==> config.mk <==
export PLATFORM = sky130hd
export DESIGN_NAME = nonce_result_scanner
export DESIGN_NICKNAME = d
export VERILOG_FILES = /design/src/rtl/nonce_result_scanner.sv
export SDC_FILE = /design/constraint.sdc
export NUM_CORES = 1
export LEC_CHECK = 0
export ABC_AREA = 1
export BUFFER_PORTS_ARGS = -buffer_cell sky130_fd_sc_hd__buf_2
export CORE_ASPECT_RATIO = 1.2
export CORE_MARGIN = 10
export CORE_UTILIZATION = 48
export CTS_CLUSTER_DIAMETER = 60
export DETAILED_ROUTE_END_ITERATION = 7
export GPL_TIMING_DRIVEN = 0
export PLACE_DENSITY = 0.72
export SLEW_MARGIN = 20
export SYNTH_ARGS = -nofsm -noshare
export SYNTH_HDL_FRONTEND = slang
export SYNTH_SLANG_ARGS = --single-unit
==> constraint.sdc <==
create_clock -name clk -period 5 [get_ports clk]
set_input_delay 0.75 -clock clk [delete_from_list [all_inputs] [get_ports clk]]
set_output_delay 0.75 -clock clk [all_outputs]
set_load 0.03 [all_outputs]
==> src/rtl/nonce_result_scanner.sv <==
// Scans the per-nonce final-hash words left by the hasher, tracks the first passing
// nonce and the minimum hash, and writes a two-word result record back to memory.
`timescale 1ns/1ps

module nonce_result_scanner #(
  parameter int unsigned NUM_NONCES = 16,
  parameter int unsigned IDX_W      = 8
) (
  input  logic        clk,
  input  logic        reset_n,
  input  logic        start,
  input  logic [15:0] out_base,
  input  logic [15:0] result_addr,
  input  logic [31:0] nonce_base,
  input  logic [31:0] target,
  output logic        mem_clk,
  output logic        mem_we,
  output logic [15:0] mem_addr,
  output logic [31:0] mem_write_data,
  input  logic [31:0] mem_read_data,
  output logic        done,
  output logic        found,
  output logic [31:0] found_nonce,
  output logic [31:0] min_hash,
  output logic [31:0] min_nonce
);

  localparam logic [IDX_W-1:0] LAST_IDX = IDX_W'(NUM_NONCES - 1);

  typedef enum logic [2:0] {
    IDLE  = 3'd0,
    READ  = 3'd1,
    DRAIN = 3'd2,
    WR0   = 3'd3,
    WR1   = 3'd4,
    DONE  = 3'd5
  } state_t;

  state_t           state;
  logic [IDX_W-1:0] rd_idx;
  logic [IDX_W-1:0] ev_idx;
  logic             ev_valid;
  logic [15:0]      result_addr_q;
  logic [31:0]      nonce_base_q;
  logic [31:0]      target_q;

  logic [31:0]      ev_nonce;
  logic             found_nx;
  logic [31:0]      found_nonce_nx;
  logic [31:0]      min_hash_nx;
  logic [31:0]      min_nonce_nx;

  assign mem_clk = clk;

  // Evaluate the word returned for the read issued last cycle; index 0 always seeds the minimum.
  always_comb begin
    found_nx       = found;
    found_nonce_nx = found_nonce;
    min_hash_nx    = min_hash;
    min_nonce_nx   = min_nonce;
    ev_nonce       = nonce_base_q + 32'(ev_idx);
    if (ev_valid) begin
      if (!found && (mem_read_data < target_q)) begin
        found_nx       = 1'b1;
        found_nonce_nx = ev_nonce;
      end
      if ((ev_idx == '0) || (mem_read_data < min_hash)) begin
        min_hash_nx  = mem_read_data;
        min_nonce_nx = ev_nonce;
      end
    end
  end

  // Control FSM with registered memory interface and result outputs.
  always_ff @(posedge clk or negedge reset_n) begin
    if (!reset_n) begin
      state          <= IDLE;
      rd_idx         <= '0;
      ev_idx         <= '0;
      ev_valid       <= 1'b0;
      result_addr_q  <= '0;
      nonce_base_q   <= '0;
      target_q       <= '0;
      mem_we         <= 1'b0;
      mem_addr       <= '0;
      mem_write_data <= '0;
      done           <= 1'b0;
      found          <= 1'b0;
      found_nonce    <= '0;
      min_hash       <= 32'hFFFF_FFFF;
      min_nonce      <= '0;
    end else begin
      done        <= 1'b0;
      mem_we      <= 1'b0;
      ev_valid    <= 1'b0;
      found       <= found_nx;
      found_nonce <= found_nonce_nx;
      min_hash    <= min_hash_nx;
      min_nonce   <= min_nonce_nx;
      case (state)
        IDLE: begin
          if (start) begin
            state         <= READ;
            mem_addr      <= out_base;
            rd_idx        <= '0;
            result_addr_q <= result_addr;
            nonce_base_q  <= nonce_base;
            target_q      <= target;
            found         <= 1'b0;
            min_hash      <= 32'hFFFF_FFFF;
          end
        end
        READ: begin
          ev_valid <= 1'b1;
          ev_idx   <= rd_idx;
          if (rd_idx == LAST_IDX) begin
            state <= DRAIN;
          end else begin
            rd_idx   <= rd_idx + IDX_W'(1);
            mem_addr <= mem_addr + 16'd1;
          end
        end
        DRAIN: begin
          // Final word is folded in here, so the record uses the next-state results.
          state          <= WR0;
          mem_we         <= 1'b1;
          mem_addr       <= result_addr_q;
          mem_write_data <= found_nx ? found_nonce_nx : 32'hFFFF_FFFF;
        end
        WR0: begin
          state          <= WR1;
          mem_we         <= 1'b1;
          mem_addr       <= result_addr_q + 16'd1;
          mem_write_data <= min_hash;
        end
        WR1: begin
          state <= DONE;
          done  <= 1'b1;
        end
        DONE: begin
          state <= IDLE;
        end
        default: begin
          state <= IDLE;
        end
      endcase
    end
  end

endmodule

# == Word-level counts from Yosys, hierarchy flattened ==
# Index checks and enable logic that the tools add are counted.
# W data, S select, Z words.
# op_classes
eq_ne,8
addsub,4
mux,24
n_lt_le_gt_ge,2
reduce_logical,14
# ops
op,count
$mux W32,7
$lt A32 B32 Y1,2
$pmux W16 S4,1
$pmux W32 S2,1
$add A16 B1 Y16 const B,2
$add A32 B8 Y32,1
$mux W16,2
$mux W8,2
$pmux W8 S2,1
$pmux W3 S5,1
$add A8 B1 Y8 const B,1
$eq A8 B4 Y1 const B,1
$logic_not A8 Y1,1
$mux W1,7
$eq A3 B2 Y1 const B,2
$mux W3,2
$ne A2 B2 Y1 const B,3
$reduce_and A2 Y1,3
$reduce_and A3 Y1,2
$reduce_bool A2 Y1,2
$reduce_bool A4 Y1,1
$eq A3 B1 Y1 const B,1
$eq A3 B3 Y1 const B,1
$logic_not A3 Y1,1
other kinds (4),4
# word_totals
word_cells,67
reg_bits,247

# == Longest topological paths before layout ==
# logic_depth
depth_word,6
depth_mapped,18
ltp_nobuf,17

==> summary.txt <==
Status
  • Outcome: finished clean

Placement
  • Port buffer count: 278
  • Placement Cell Area: 0.01584 mm²
  • Hpwl dp: 36430 µm
  • Placed cell count: 2516
  • GP Congestion: 0.9311

Detailed routing
  • Via count: 13420
  • Routed len/inst: 18.03 µm
  • DRC errors left: 0
  • Drt initial violations: 1043
  • Drt first pass iters: 7
  • DRT antenna net count: 0
  • Vias/cell: 5.219
  • Final WL: 46360 µm

Finish
  • Share of post-route cells with drive strength above 1: 19.04%
  • P&R area growth vs syn: 21.15%
  • Fin area: 0.01681 mm²
  • Layout Nets: 2368
  • Post-layout util: 58.61%
  • Non-filler cells, final: 2571

Die
  • Die area: 0.03613 mm²
  • Rows: 68
  • Core area: 0.02867 mm²
  • Vert. Die Dim: 206.2 µm
  • DIE WIDTH: 175.2 µm
  • Starting density of the core: 48.38%
  • I/O pin count: 279

Setup path
  • Worst r2r path cells: 16
  • Crit path launch type: clock port
  • Crit-path slowest cell: buf_2
  • Crit Path Category: clk2out
  • Setup slack, reg-to-reg: 2.09 ns
  • Critical-path cell list: clkbuf_16 -> clkbuf_16 -> buf_4 -> buf_2
  • Most used cell, CP: clkbuf_16
  • Worst r2r src: min_hash[3]
  • Crit path max fanout: 2
  • Worst path required time: 4.25 ns
  • RR Endpoint: min_nonce[25]
  • Max stage delay on crit path: 0.17 ns
  • CP Buf/Inv Count: 4
  • Top delay family on crit path: buffers and inverters
  • Worst EP arrival: 3.03 ns
  • Setup crit end kind: output pin

Clocking
  • Clk_lat worst skew: 0.67 ns
  • Clock transition at path regs: 0.06 ns
  • CTS tree: yes

Min path
  • WHS Endpoint: nonce_base_q[6]
  • Worst hold start: nonce_base[6]
  • Worst Hold Depth: 3
  • Min-delay worst type: in2reg

Synthesis
  • EDFF count, synth: 0
  • Ys flop type: dfrtp_1
  • Post-Syn Nets: 2054
  • #FFs+latches synth: 247
  • Mapped Cells: 1850
  • Mean Syn Cell Area: 7.498 µm²
  • Asr flop ratio synth: 100.0%
  • Post-synthesis cell type count: 44
  • Sequential area share after synthesis: 44.85%
  • Netlist Area Pre-Place: 0.01387 mm²
  • Ys Warns: 0

STA
  • Setup_tns: 0 ns
  • Slew headroom: 40.23%
  • RSZ-0062 raised after global routing: false
  • Least-Margin Pin Slew: 0.8966 ns
  • Slew Limit Fails: 0
  • Setup-failing EPs final: 0
  • Final Hold Fails: 0
  • Final clock skew: 0.02616 ns

Global routing
  • First-pass GRT wire length: 72100 µm
  • Vias in the first global route: 13480
  • Total Routing Usage GR: 25.01%
  • Largest net degree at the start of global routing: 77
  • Initial antenna violation count: 0
  • Congestion Overflow GR: 0

Pwr
  • Leakage: 0.009213 µW
  • Worst VDD drop: 520.9 µV
  • Power density over the cells: 770.2 mW/mm²

Job
  • Maxcap violations: 0
[synthesized netlist by cell type (5+ instances only)]
| master | count | area share, % |
|---|---|---|
| nor2_1 | 67 | 1.8 |
| inv_1 | 279 | 7.5 |
| a21oi_1 | 45 | 1.6 |
| inv_2 | 6 | 0.16 |
| o21ai_1 | 12 | 0.43 |
| nand4_1 | 53 | 2.4 |
| nand2_1 | 633 | 17 |
| o21ai_2 | 6 | 0.38 |
| a22oi_1 | 8 | 0.43 |
| xnor2_1 | 9 | 0.57 |
| dfrtp_1 | 215 | 39 |
| dfstp_2 | 32 | 6.1 |
| o21ai_0 | 147 | 5.3 |
| nand3b_1 | 7 | 0.38 |
| nand2_2 | 7 | 0.32 |
| ha_1 | 72 | 6.5 |
| a221oi_1 | 14 | 0.88 |
| buf_1 | 5 | 0.14 |
| buf_2 | 18 | 0.65 |
| nor3_1 | 13 | 0.47 |
| nor2_2 | 5 | 0.23 |
| nand3_1 | 114 | 4.1 |
| clkbuf_1 | 46 | 1.2 |
[cell type report]
type	count	area (µm²)
Antenna cell	1	2.502
Buffer	74	334.1
Clock buffer	48	899.6
Clock inverter	6	61.31
Fill cell	2766	11870
Inverter	285	1070
Multi-Input combinational cell	1244	6247
Sequential cell	247	6221
Tap cell	385	481.7
Timing Repair Buffer	281	1489
[tightest hold or removal path, stage by stage]
cell,delay (ns)
buf_2,0.07
nand2_1,0.04
nand2_1,0.04
[flip-flops by register name (all words and copies together), names as in the netlist]
register        cells
done                1
ev_idx              8
ev_valid            1
found               1
found_nonce        32
mem_addr           16
mem_we              1
mem_write_data     32
min_hash           32
min_nonce          32
nonce_base_q       32
rd_idx              8
result_addr_q      16
state               3
target_q           32
[what timing repair did]
action                                 4_1_cts  5_1_grt
hold buffers                                 1        0
endpoints found under the hold margin       27        0
setup buffers                                0        0
gates resized for setup                      0        0
[report_power, final]
part / internal, µW / leakage, µW / switching, µW
logic: 2040 / 0.00578 / 4880
registers: 3090 / 0.00295 / 785
clock network: 1280 / 0.000477 / 868
total: 6410 / 0.00921 / 6530
[logic make-up (layout without fill, tap and decap cells)]
kind of cell | count (synthesis) | after routing | synth area share [%]
other | 0 | 1 | 0
adders and majority gates | 73 | 73 | 6.638
and+or+nand+nor | 914 | 914 | 27.73
buffers and inverters | 359 | 694 | 10.12
xor gates and xnor gates | 11 | 11 | 0.6946
AOI/OAI and AO/OA | 246 | 246 | 9.976
DFF | 247 | 247 | 44.85
[worst max path at each step]
stage | startpoint | to | slack [ns] | cells after the start
final | clk | mem_clk | 1.22 | 4
after global routing | clk | mem_clk | 1.21 | 4
after CTS | clk | mem_clk | 1.21 | 4
after detailed placement | clk | mem_clk | 1.48 | 2
after global placement | reset_n | result_addr_q[10] | -1.30 | 1
after floorplan | clk | mem_clk | 1.61 | 1
[per-stage QoR]
step                power (µW)  hold slack [ns]  worst slack (ns)
floorplan                 8464           0.4492             1.605
global placement         10610           0.4565            -1.304
detailed placement       10780           0.4595             1.484
CTS                      12970           0.2758             1.212
global route             13970           0.2866             1.213
finish                   12940           0.2930             1.221
[cell usage in the layout, fill, tap and decap left out, types with 53 or more instances in the layout]
cell type  netlist  final
nand4_1         53     53
nand3_1        114    114
nand2_1        633    633
ha_1            72     72
clkbuf_1        46     55
inv_1          279    279
buf_2           18    295
nor2_1          67     67
o21ai_0        147    147
dfrtp_1        215    215
[metal layers]
metal  track usage [%]  up-vias  wire length, µm
met3             5.958       91             3743
met5                 0        -                0
met1             30.59     6341            18840
met2             42.07      460            22030
li1                  -     6526                -
met4             9.548        0             1752
No activity file was read; power rests on OpenSTA's default activity.
